===== src/rtl/cond_inc_pkg.sv =====
// Shared types and default sizing for the bounded conditional-increment iterator.
package cond_inc_pkg;

  localparam int unsigned WIDTH_DEF     = 32;
  localparam int unsigned THRESHOLD_DEF = 4096;
  localparam int unsigned MAX_STEPS_DEF = 16;

  typedef enum logic [1:0] {
    IDLE = 2'd0,
    RUN  = 2'd1,
    DONE = 2'd2
  } state_t;

  // Width needed to hold a step count in the range 0..max_steps.
  function automatic int unsigned step_w(input int unsigned max_steps);
    return $clog2(max_steps + 1);
  endfunction

endpackage


===== src/rtl/cond_increment_iter_if.sv =====
// Operand-in / result-out handshake bundle for cond_increment_iter.
interface cond_increment_iter_if
  import cond_inc_pkg::*;
#(
  parameter int unsigned WIDTH  = WIDTH_DEF,
  parameter int unsigned STEP_W = step_w(MAX_STEPS_DEF)
);
  logic              in_valid;
  logic              in_ready;
  logic [WIDTH-1:0]  in_data;
  logic [STEP_W-1:0] in_steps;
  logic              out_valid;
  logic              out_ready;
  logic [WIDTH-1:0]  out_data;
  logic [STEP_W-1:0] out_steps;
  logic              out_saturated;

  modport master (
    output in_valid, in_data, in_steps, out_ready,
    input  in_ready, out_valid, out_data, out_steps, out_saturated
  );

  modport slave (
    input  in_valid, in_data, in_steps, out_ready,
    output in_ready, out_valid, out_data, out_steps, out_saturated
  );
endinterface


===== src/rtl/cond_step.sv =====
// One application of f(x) = (x > THRESHOLD) ? x : x + 1, plus the saturation flag.
module cond_step #(
  parameter int unsigned WIDTH     = 32,
  parameter int unsigned THRESHOLD = 4096
) (
  input  logic [WIDTH-1:0] x,
  output logic [WIDTH-1:0] nx,
  output logic             sat
);
  always_comb begin
    sat = (x > WIDTH'(THRESHOLD));
    nx  = sat ? x : x + WIDTH'(1);
  end
endmodule


===== src/rtl/cond_increment_iter.sv =====
// Applies the conditional increment once per clock until the step budget is spent
// or the value passes THRESHOLD, then holds the result until it is taken.
module cond_increment_iter
  import cond_inc_pkg::*;
#(
  parameter int unsigned WIDTH     = WIDTH_DEF,
  parameter int unsigned THRESHOLD = THRESHOLD_DEF,
  parameter int unsigned MAX_STEPS = MAX_STEPS_DEF,
  parameter int unsigned STEP_W    = step_w(MAX_STEPS)
) (
  input logic                  clk,
  input logic                  rst_n,
  cond_increment_iter_if.slave bus
);
  localparam logic [STEP_W-1:0] STEP_MAX = STEP_W'(MAX_STEPS);

  state_t            state, state_n;
  logic [WIDTH-1:0]  x, x_n;
  logic [STEP_W-1:0] left, left_n;
  logic [STEP_W-1:0] cnt, cnt_n;
  logic              in_ready, in_ready_n;
  logic              out_valid, out_valid_n;
  logic [WIDTH-1:0]  out_data, out_data_n;
  logic [STEP_W-1:0] out_steps, out_steps_n;
  logic              out_sat, out_sat_n;
  logic [WIDTH-1:0]  nx;
  logic              sat;

  cond_step #(.WIDTH(WIDTH), .THRESHOLD(THRESHOLD)) u_step (
    .x  (x),
    .nx (nx),
    .sat(sat)
  );

  always_ff @(posedge clk or negedge rst_n) begin
    if (!rst_n) begin
      state     <= IDLE;
      x         <= '0;
      left      <= '0;
      cnt       <= '0;
      in_ready  <= 1'b0;
      out_valid <= 1'b0;
      out_data  <= '0;
      out_steps <= '0;
      out_sat   <= 1'b0;
    end else begin
      state     <= state_n;
      x         <= x_n;
      left      <= left_n;
      cnt       <= cnt_n;
      in_ready  <= in_ready_n;
      out_valid <= out_valid_n;
      out_data  <= out_data_n;
      out_steps <= out_steps_n;
      out_sat   <= out_sat_n;
    end
  end

  always_comb begin
    state_n     = state;
    x_n         = x;
    left_n      = left;
    cnt_n       = cnt;
    in_ready_n  = in_ready;
    out_valid_n = out_valid;
    out_data_n  = out_data;
    out_steps_n = out_steps;
    out_sat_n   = out_sat;
    case (state)
      IDLE: begin
        in_ready_n = 1'b1;
        if (bus.in_valid && in_ready) begin
          x_n        = bus.in_data;
          left_n     = (bus.in_steps > STEP_MAX) ? STEP_MAX : bus.in_steps;
          cnt_n      = '0;
          in_ready_n = 1'b0;
          state_n    = RUN;
        end
      end
      RUN: begin
        // Stop before applying f when the budget is gone or x is already past the threshold.
        if (left == '0 || sat) begin
          out_data_n  = x;
          out_steps_n = cnt;
          out_sat_n   = sat;
          out_valid_n = 1'b1;
          state_n     = DONE;
        end else begin
          x_n    = nx;
          left_n = left - STEP_W'(1);
          cnt_n  = cnt + STEP_W'(1);
        end
      end
      DONE: begin
        if (bus.out_ready) begin
          out_valid_n = 1'b0;
          in_ready_n  = 1'b1;
          state_n     = IDLE;
        end
      end
      default: state_n = IDLE;
    endcase
  end

  assign bus.in_ready      = in_ready;
  assign bus.out_valid     = out_valid;
  assign bus.out_data      = out_data;
  assign bus.out_steps     = out_steps;
  assign bus.out_saturated = out_sat;
endmodule


===== src/flat_wrapper.sv =====
// flat-port wrapper written by rule: the top's interface ports become plain ports
module cond_increment_iter_flat import cond_inc_pkg::*;
#(
  parameter int unsigned WIDTH     = WIDTH_DEF,
  parameter int unsigned THRESHOLD = THRESHOLD_DEF,
  parameter int unsigned MAX_STEPS = MAX_STEPS_DEF,
  parameter int unsigned STEP_W    = step_w(MAX_STEPS)
)
  (clk, rst_n, bus_in_valid, bus_in_data, bus_in_steps, bus_out_ready, bus_in_ready, bus_out_valid, bus_out_data, bus_out_steps, bus_out_saturated);
  cond_increment_iter_if #(.WIDTH(WIDTH), .STEP_W(STEP_W)) bus_i ();
  input logic clk;
  input logic rst_n;
  input wire logic [$bits(bus_i.in_valid)-1:0] bus_in_valid;
  input wire logic [$bits(bus_i.in_data)-1:0] bus_in_data;
  input wire logic [$bits(bus_i.in_steps)-1:0] bus_in_steps;
  input wire logic [$bits(bus_i.out_ready)-1:0] bus_out_ready;
  output wire logic [$bits(bus_i.in_ready)-1:0] bus_in_ready;
  output wire logic [$bits(bus_i.out_valid)-1:0] bus_out_valid;
  output wire logic [$bits(bus_i.out_data)-1:0] bus_out_data;
  output wire logic [$bits(bus_i.out_steps)-1:0] bus_out_steps;
  output wire logic [$bits(bus_i.out_saturated)-1:0] bus_out_saturated;
  assign bus_i.in_valid = bus_in_valid;
  assign bus_i.in_data = bus_in_data;
  assign bus_i.in_steps = bus_in_steps;
  assign bus_i.out_ready = bus_out_ready;
  assign bus_in_ready = bus_i.in_ready;
  assign bus_out_valid = bus_i.out_valid;
  assign bus_out_data = bus_i.out_data;
  assign bus_out_steps = bus_i.out_steps;
  assign bus_out_saturated = bus_i.out_saturated;
  cond_increment_iter #(.WIDTH(WIDTH), .THRESHOLD(THRESHOLD), .MAX_STEPS(MAX_STEPS), .STEP_W(STEP_W)) u_core (.clk(clk), .rst_n(rst_n), .bus(bus_i));
endmodule

===== config.mk =====
export PLATFORM = sky130hd
export DESIGN_NAME = cond_increment_iter_flat
export DESIGN_NICKNAME = d
export VERILOG_FILES = /design/src/rtl/cond_inc_pkg.sv /design/src/rtl/cond_increment_iter_if.sv /design/src/rtl/cond_step.sv /design/src/rtl/cond_increment_iter.sv /design/src/flat_wrapper.sv
export SDC_FILE = /design/constraint.sdc
export NUM_CORES = 1
export LEC_CHECK = 0
export CAP_MARGIN = 40
export CORE_MARGIN = 2
export CORE_UTILIZATION = 50
export CTS_CLUSTER_SIZE = 12
export DETAILED_ROUTE_END_ITERATION = 12
export PLACE_DENSITY = 0.78
export SYNTH_ARGS = -nofsm -noshare
export SYNTH_HDL_FRONTEND = slang
export SYNTH_SLANG_ARGS = --single-unit

===== constraint.sdc =====
create_clock -name clk -period 5.24 [get_ports clk]
set_clock_uncertainty 0.1 [all_clocks]
set_input_delay 1.048 -clock clk [delete_from_list [all_inputs] [get_ports clk]]
set_output_delay 1.048 -clock clk [all_outputs]
set_load 0.01 [all_outputs]

==> metrics, run 1 <==
Ys Warns 0; Resize count post-CTS 0; period utilization between 50% and 60%; Post-DP Area roughly 0.0048 mm2; Starting Density 50.93%; Boundary Pins 81; Period minus WS final around 2.8 ns; vias in the first global route 3388; maximum achievable frequency 0.3521 GHz; Critical Path Slowest Stage Cell nor2_1; Final Wtd Congestion 0.9241; Slew headroom between 40% and 50%; largest net degree at the start of global routing 59; CP max FO 13; # Post-CTS Setup Buffers 0; area grow syn2layout 28.85%; Synth Register Bits between 80 and 90; fin worst setup slack 2.400 ns; number of buffers created by CTS 9; area of the mapped netlist 0.003895 mm2; Arr. time, crit path 3.03 ns; initial antenna violation count 0; CTS tree built; Most common cell on crit path nand2_1; Post-DRT Antenna Nets 0; Hold Buf Count CTS 0; peak supply drop roughly 280 uV; Non-Filler Instances 567; CP Class in2reg; number of max-cap violations 0; synthesized instance count 385; placed insts 551; worst skew pair latency 0.36 ns; P_leak 2.146 nW; via count roughly 3.3k; CTS max path bufs 2; IO buf count 80; endpoint class of the critical path flop; critical path startpoint category input pin; ant diodes 0; total grt overflow 0; Hold Fails Final Rpt 0; Std-Cell Rows 32; initial DRC count a little under 300; first-pass GRT wire length 16510 um; DIE AREA about 0.0085 mm2; synthesized area per cell 10.12 um2; ratio of cells with drive above 1 in the final layout a little under an eighth; Slew Viols, Final 0; CP Cell Sequence clkdlybuf4s50_1 > a21oi_1 > or2_2 > nor2_1 > buf_4 > nand2_1 > nand2_1; Worst EP required 5.43 ns; Avg Vias per Cell 5.891; RSZ-0062 raised after global routing no; Seq/Total Area, Yosys 53.97%; NumNets Final 506; clock sinks 84; syn_nets 431; chip height 92.26 um; final core utilization 65.63%; drt pass-1 iters 5; Final Setup Violations 0; Core ar. 0.007647 mm2; setup TNS 0 ns; Clock Pin Slew Worst Setup and Hold Paths 0.09 ns; power density cells 597.6 mW/mm2; final wirelength between 10000 and 15000 um; Post-synth EDFFs 0; leading area contributor after synthesis dfrtp_1; GRT Total Usage 24.93%; leading post-synthesis cells by cell area dfrtp_1 (54%), mux2_2 (6.6%), nand2_1 (6.5%); worst hold path class reg2reg; Slew @ Worst Pin around 0.87 ns; Distinct cells, synth 45; fin area 0.005019 mm2; asr flop ratio synth 100.0%; setup slack at placement 2.085 ns; critical path's largest stage delay between 0.5 and 0.6 ns; DRC viols 0; htree depth 3; ys flop type dfrtp_1; die width between 90 and 100 um; clock root cell clkbuf_8; routed len/inst ~18 um; Synth top area share 53.97%; Final HPWL DP between 7000 and 8000 um; status complete, no violations
-- power breakdown --
group | internal, mW | switching (mW) | total, mW
registers | 0.925 | 0.278 | 1.20
logic | 0.613 | 0.674 | 1.29
clock network | 0.272 | 0.238 | 0.510
-- layer usage --
metal / wire length (um) / global-route usage, % / share of wire [%] / up-vias
met5: 0 / 0 / 0 / -
met4: 268 / 13.93 / 2.6 / 0
met3: 661 / 4.684 / 6.5 / 30
met2: 4891 / 38.66 / 48 / 162
met1: 4293 / 33.11 / 42 / 1602
li1: - / - / - / 1546
-- area by class of cell --
| class | count | area (um2) |
|---|---|---|
| fillers | 620 | 2629 |
| multi-input cells | 269 | 1664 |
| inverters | 10 | 37.54 |
| clock buffers | 11 | 131.4 |
| clock inverters | 5 | 85.08 |
| flip-flops and latches | 84 | 2102 |
| well taps | 102 | 127.6 |
| repair buffers | 86 | 870.8 |
-- cells in the mapped netlist, types with 2 or more instances --
master,number
dfrtp_1,84
nand2_1,67
a21oi_1,29
mux2_2,23
o21ai_0,20
nor2_1,18
clkbuf_1,13
a22o_1,12
nor3_1,12
nand3_1,11
inv_1,10
a31oi_1,9
nor4_1,8
buf_2,7
nand4_1,6
ha_1,5
o211ai_1,5
a211oi_1,3
and3_1,3
nand2b_1,3
nor2b_1,3
o22ai_1,3
a22oi_1,2
and4_1,2
o2bb2ai_1,2
o311ai_1,2
o32a_1,2
or2_2,2
or3_1,2
or4_1,2
-- final timing paths --
| path | slack [ns] | to | from | cells after the start |
|---|---|---|---|---|
| min reg2reg | 0.38 | u_core.bus.out_data[15] | u_core.bus.out_data[15] | 2 |
| max in group asynchronous | 3.93 | u_core.x[31] | rst_n | 2 |
| max reg2reg | 2.48 | u_core.x[12] | u_core.left[0] | 8 |
| min | 0.38 | u_core.bus.out_data[15] | u_core.bus.out_data[15] | 2 |
| max | 2.40 | u_core.x[30] | bus_in_valid | 7 |
| min in group asynchronous | 0.51 | u_core.bus.out_data[5] | rst_n | 1 |
-- critical path, delay by kind of cell --
family	cells	cell delay (ns)
AO/OA/AOI/OAI	1	0.07
buffers and inverters	2	0.79
AND/OR/NAND/NOR	4	1.12
-- logic make-up after synthesis --
| family | synth area share, % |
|---|---|
| AOI/OAI and AO/OA | 15.74 |
| adders and majority gates | 1.606 |
| buffers and inverters | 3.598 |
| DFF | 53.97 |
| muxes | 6.650 |
| and+or+nand+nor | 18.44 |
-- layout by cell type (no fill, tap or decap), drive strengths merged, types with 11 or more instances in the layout --
cell,Yosys,routed
dfrtp,84,84
clkdlybuf4s50,0,79
nand2,67,67
a21oi,29,29
mux2,23,23
o21ai,20,20
nor2,18,18
nor3,12,12
a22o,12,12
nand3,11,11
inv,10,11
clkbuf,13,11
-- through the flow --
| stage | hold slack, ns | power (mW) |
|---|---|---|
| finish | 0.3819 | 2.999 |
| CTS | 0.3881 | 3.003 |
| floorplan | 0.3831 | 1.931 |
| global route | 0.4060 | 3.195 |
| global placement | 0.3685 | 2.425 |
| detailed placement | 0.3658 | 2.491 |
-- sequential cells by signal, summed over array words and instances (netlist names) --
register	flops
u_core.bus.out_data	32
u_core.x	32
u_core.bus.out_steps	5
u_core.cnt	5
u_core.left	5
u_core.state	2
u_core.bus.in_ready	1
u_core.bus.out_saturated	1
u_core.bus.out_valid	1
Note: power is estimated with default switching activity, not from simulation.
==> inputs of run 2 (changes only) <==
Clock period 5.24 ns to 2.7 ns, I/O delays scaled along.
==> run 2 against run 1 <==
Power rose by 94%. Via count rose by 0.72%. Core utilization grew 0.57 points. Critical path depth grew 1. Flip-flop and latch count unchanged. Largest cell class unchanged. Setup slack worse by 2.2 ns. Worst hold slack got worse by 0.29 ns. Final cell count is 1.6% higher. Register-to-register slack got worse by 2.3 ns.
==> metrics, run 2 (synthesized netlist as in run 1, its figures left out) <==
# Post-CTS Setup Buffers 0 (unchanged); worst hold path class in2async; biggest regs u_core.bus.out_data: 32 flops, u_core.x: 32 flops; final wirelength 10180 um (+0.64%); CP Class reg2reg; die width 92.26 um (unchanged); DIE AREA 0.008512 mm2 (unchanged); total grt overflow 0 (unchanged); CTS max path bufs 2 (unchanged); R2R Setup Slk 0.19 ns (-2.29 ns); RSZ-0062 raised after global routing no; NumNets Final 515 (+1.8%); initial DRC count 307 (+3.4%); ant diodes 0 (unchanged); final core utilization 66.20% (+0.57 points); period utilization 92.81%; maximum achievable frequency roughly 0.4 GHz; largest net degree at the start of global routing 46 (-22%); CTS tree built; IO buf count 80 (unchanged); GRT Total Usage 25.62% (+0.69 points); ratio of cells with drive above 1 in the final layout 13.50% (+2.1 points); clock root cell clkbuf_8; Std-Cell Rows 32 (unchanged); status complete, no violations; via count 3364 (+0.72%); power density cells 1152 mW/mm2 (+93%); number of max-cap violations 0 (unchanged); most frequent cells in the layout dfrtp_1 (84), clkdlybuf4s50_1 (79), nand2_1 (67), a21oi_1 (29), mux2_2 (23); routed len/inst 17.67 um (-0.93%); Slew headroom 58.25% (+17 points); PnR Total Power 5.832 mW (+94%); Crit. Startpoint u_core.left[0]; DRC viols 0 (unchanged); Resize count post-CTS 0 (unchanged); peak supply drop 606.4 uV (+120%); Clock Pin Slew Worst Setup and Hold Paths 0.09 ns (about the same); Slew Viols, Final 0 (unchanged); Hold Fails Final Rpt 0 (unchanged); CP max FO 13 (unchanged); Hold Buf Count CTS 0 (unchanged); Arr. time, crit path 2.68 ns (-0.35 ns); vias in the first global route 3448 (+1.8%); clock sinks 84 (unchanged); initial antenna violation count 0 (unchanged); P_leak 2.173 nW (+1.3%); Slew @ Worst Pin 0.6262 ns (-0.2399 ns); htree depth 3 (unchanged); endpoint class of the critical path flop; critical path startpoint category flop; Core ar. 0.007647 mm2 (unchanged); most common cell after layout, fill and taps aside dfrtp_1; Starting Density 50.93% (unchanged); chip height 92.26 um (unchanged); Post-DRT Antenna Nets 0 (unchanged); Final Wtd Congestion 0.9752 (+5.5%); critical path capture point u_core.x[12]; Avg Vias per Cell 5.840 (-0.86%); RR Startpoint u_core.left[0]; Final Setup Violations 0 (unchanged); drt pass-1 iters 5 (unchanged); worst r2r path cells 8 (unchanged); worst skew pair latency 0.35 ns (about the same); area grow syn2layout 29.97%; Boundary Pins 81 (unchanged); first-pass GRT wire length 16940 um (+2.6%); setup TNS 0 ns (unchanged); Period minus WS final 2.506 ns; Worst EP required 2.88 ns (-2.55 ns); Final HPWL DP 7231 um (+2.5%); reg2reg end u_core.x[12]; number of buffers created by CTS 9 (unchanged)
==> run 2: worst min-delay path by stage <==
stage,to,slack [ns]
3_3_place_gp,u_core.bus.out_data[16],0.36
6_report,u_core.left[3],0.09
2_1_floorplan,u_core.bus.in_ready,0.14
4_1_cts,u_core.bus.out_data[2],0.11
3_5_place_dp,u_core.bus.out_data[16],0.36
5_1_grt,u_core.left[3],0.13
==> run 2: worst max-delay path: stages (launching register included) <==
cell,delay (ns)
dfrtp_1,0.39
inv_1,0.14
ha_1,0.17
or4b_2,0.63
nand3_1,0.19
o31ai_4,0.08
nand2_1,0.22
inv_1,0.27
a22oi_1,0.23
==> run 2: power breakdown <==
group / switching, mW / internal (mW) / leakage (nW)
Combinational: 1.37 / 1.26 / 1.06
Clock: 0.456 / 0.454 / 0.0918
Sequential: 0.499 / 1.80 / 1.02
Total: 2.32 / 3.51 / 2.17
==> run 2: per-stage QoR <==
stage | hold slack, ns | setup WS (ns) | instances | cell area (um2)
floorplan | 0.1444 | 0.4782 | 385 | 3895
global placement | 0.3642 | 0.2731 | 560 | 4855
detailed placement | 0.3637 | 0.1932 | 560 | 4855
CTS | 0.1088 | 0.1590 | 576 | 5057
global route | 0.1277 | 0.04177 | 576 | 5062
finish | 0.09024 | 0.1940 | 576 | 5062
==> run 2: final cells by class <==
| class | count | area, um2 |
|---|---|---|
| Tap cell | 102 | 127.6 |
| Clock inverter | 5 | 61.31 |
| Multi-Input combinational cell | 269 | 1669 |
| Clock buffer | 11 | 141.4 |
| Timing Repair Buffer | 95 | 923.4 |
| Fill cell | 592 | 2585 |
| Sequential cell | 84 | 2102 |
| Inverter | 10 | 37.54 |
==> run 2: per-layer routing <==
metal,vias to the layer above,wire (um),track usage [%]
met2,154,5009,41.05
met4,0,195,10.07
met3,24,667,5.012
met1,1627,4307,34.57
met5,-,0,0
li1,1559,-,-
==> inputs of run 3 (changes only) <==
Settings changed: CAP_MARGIN 40 to not set.
==> results of run 3 <==
The final DEF is identical to that of run 2; final timing and power are the same.
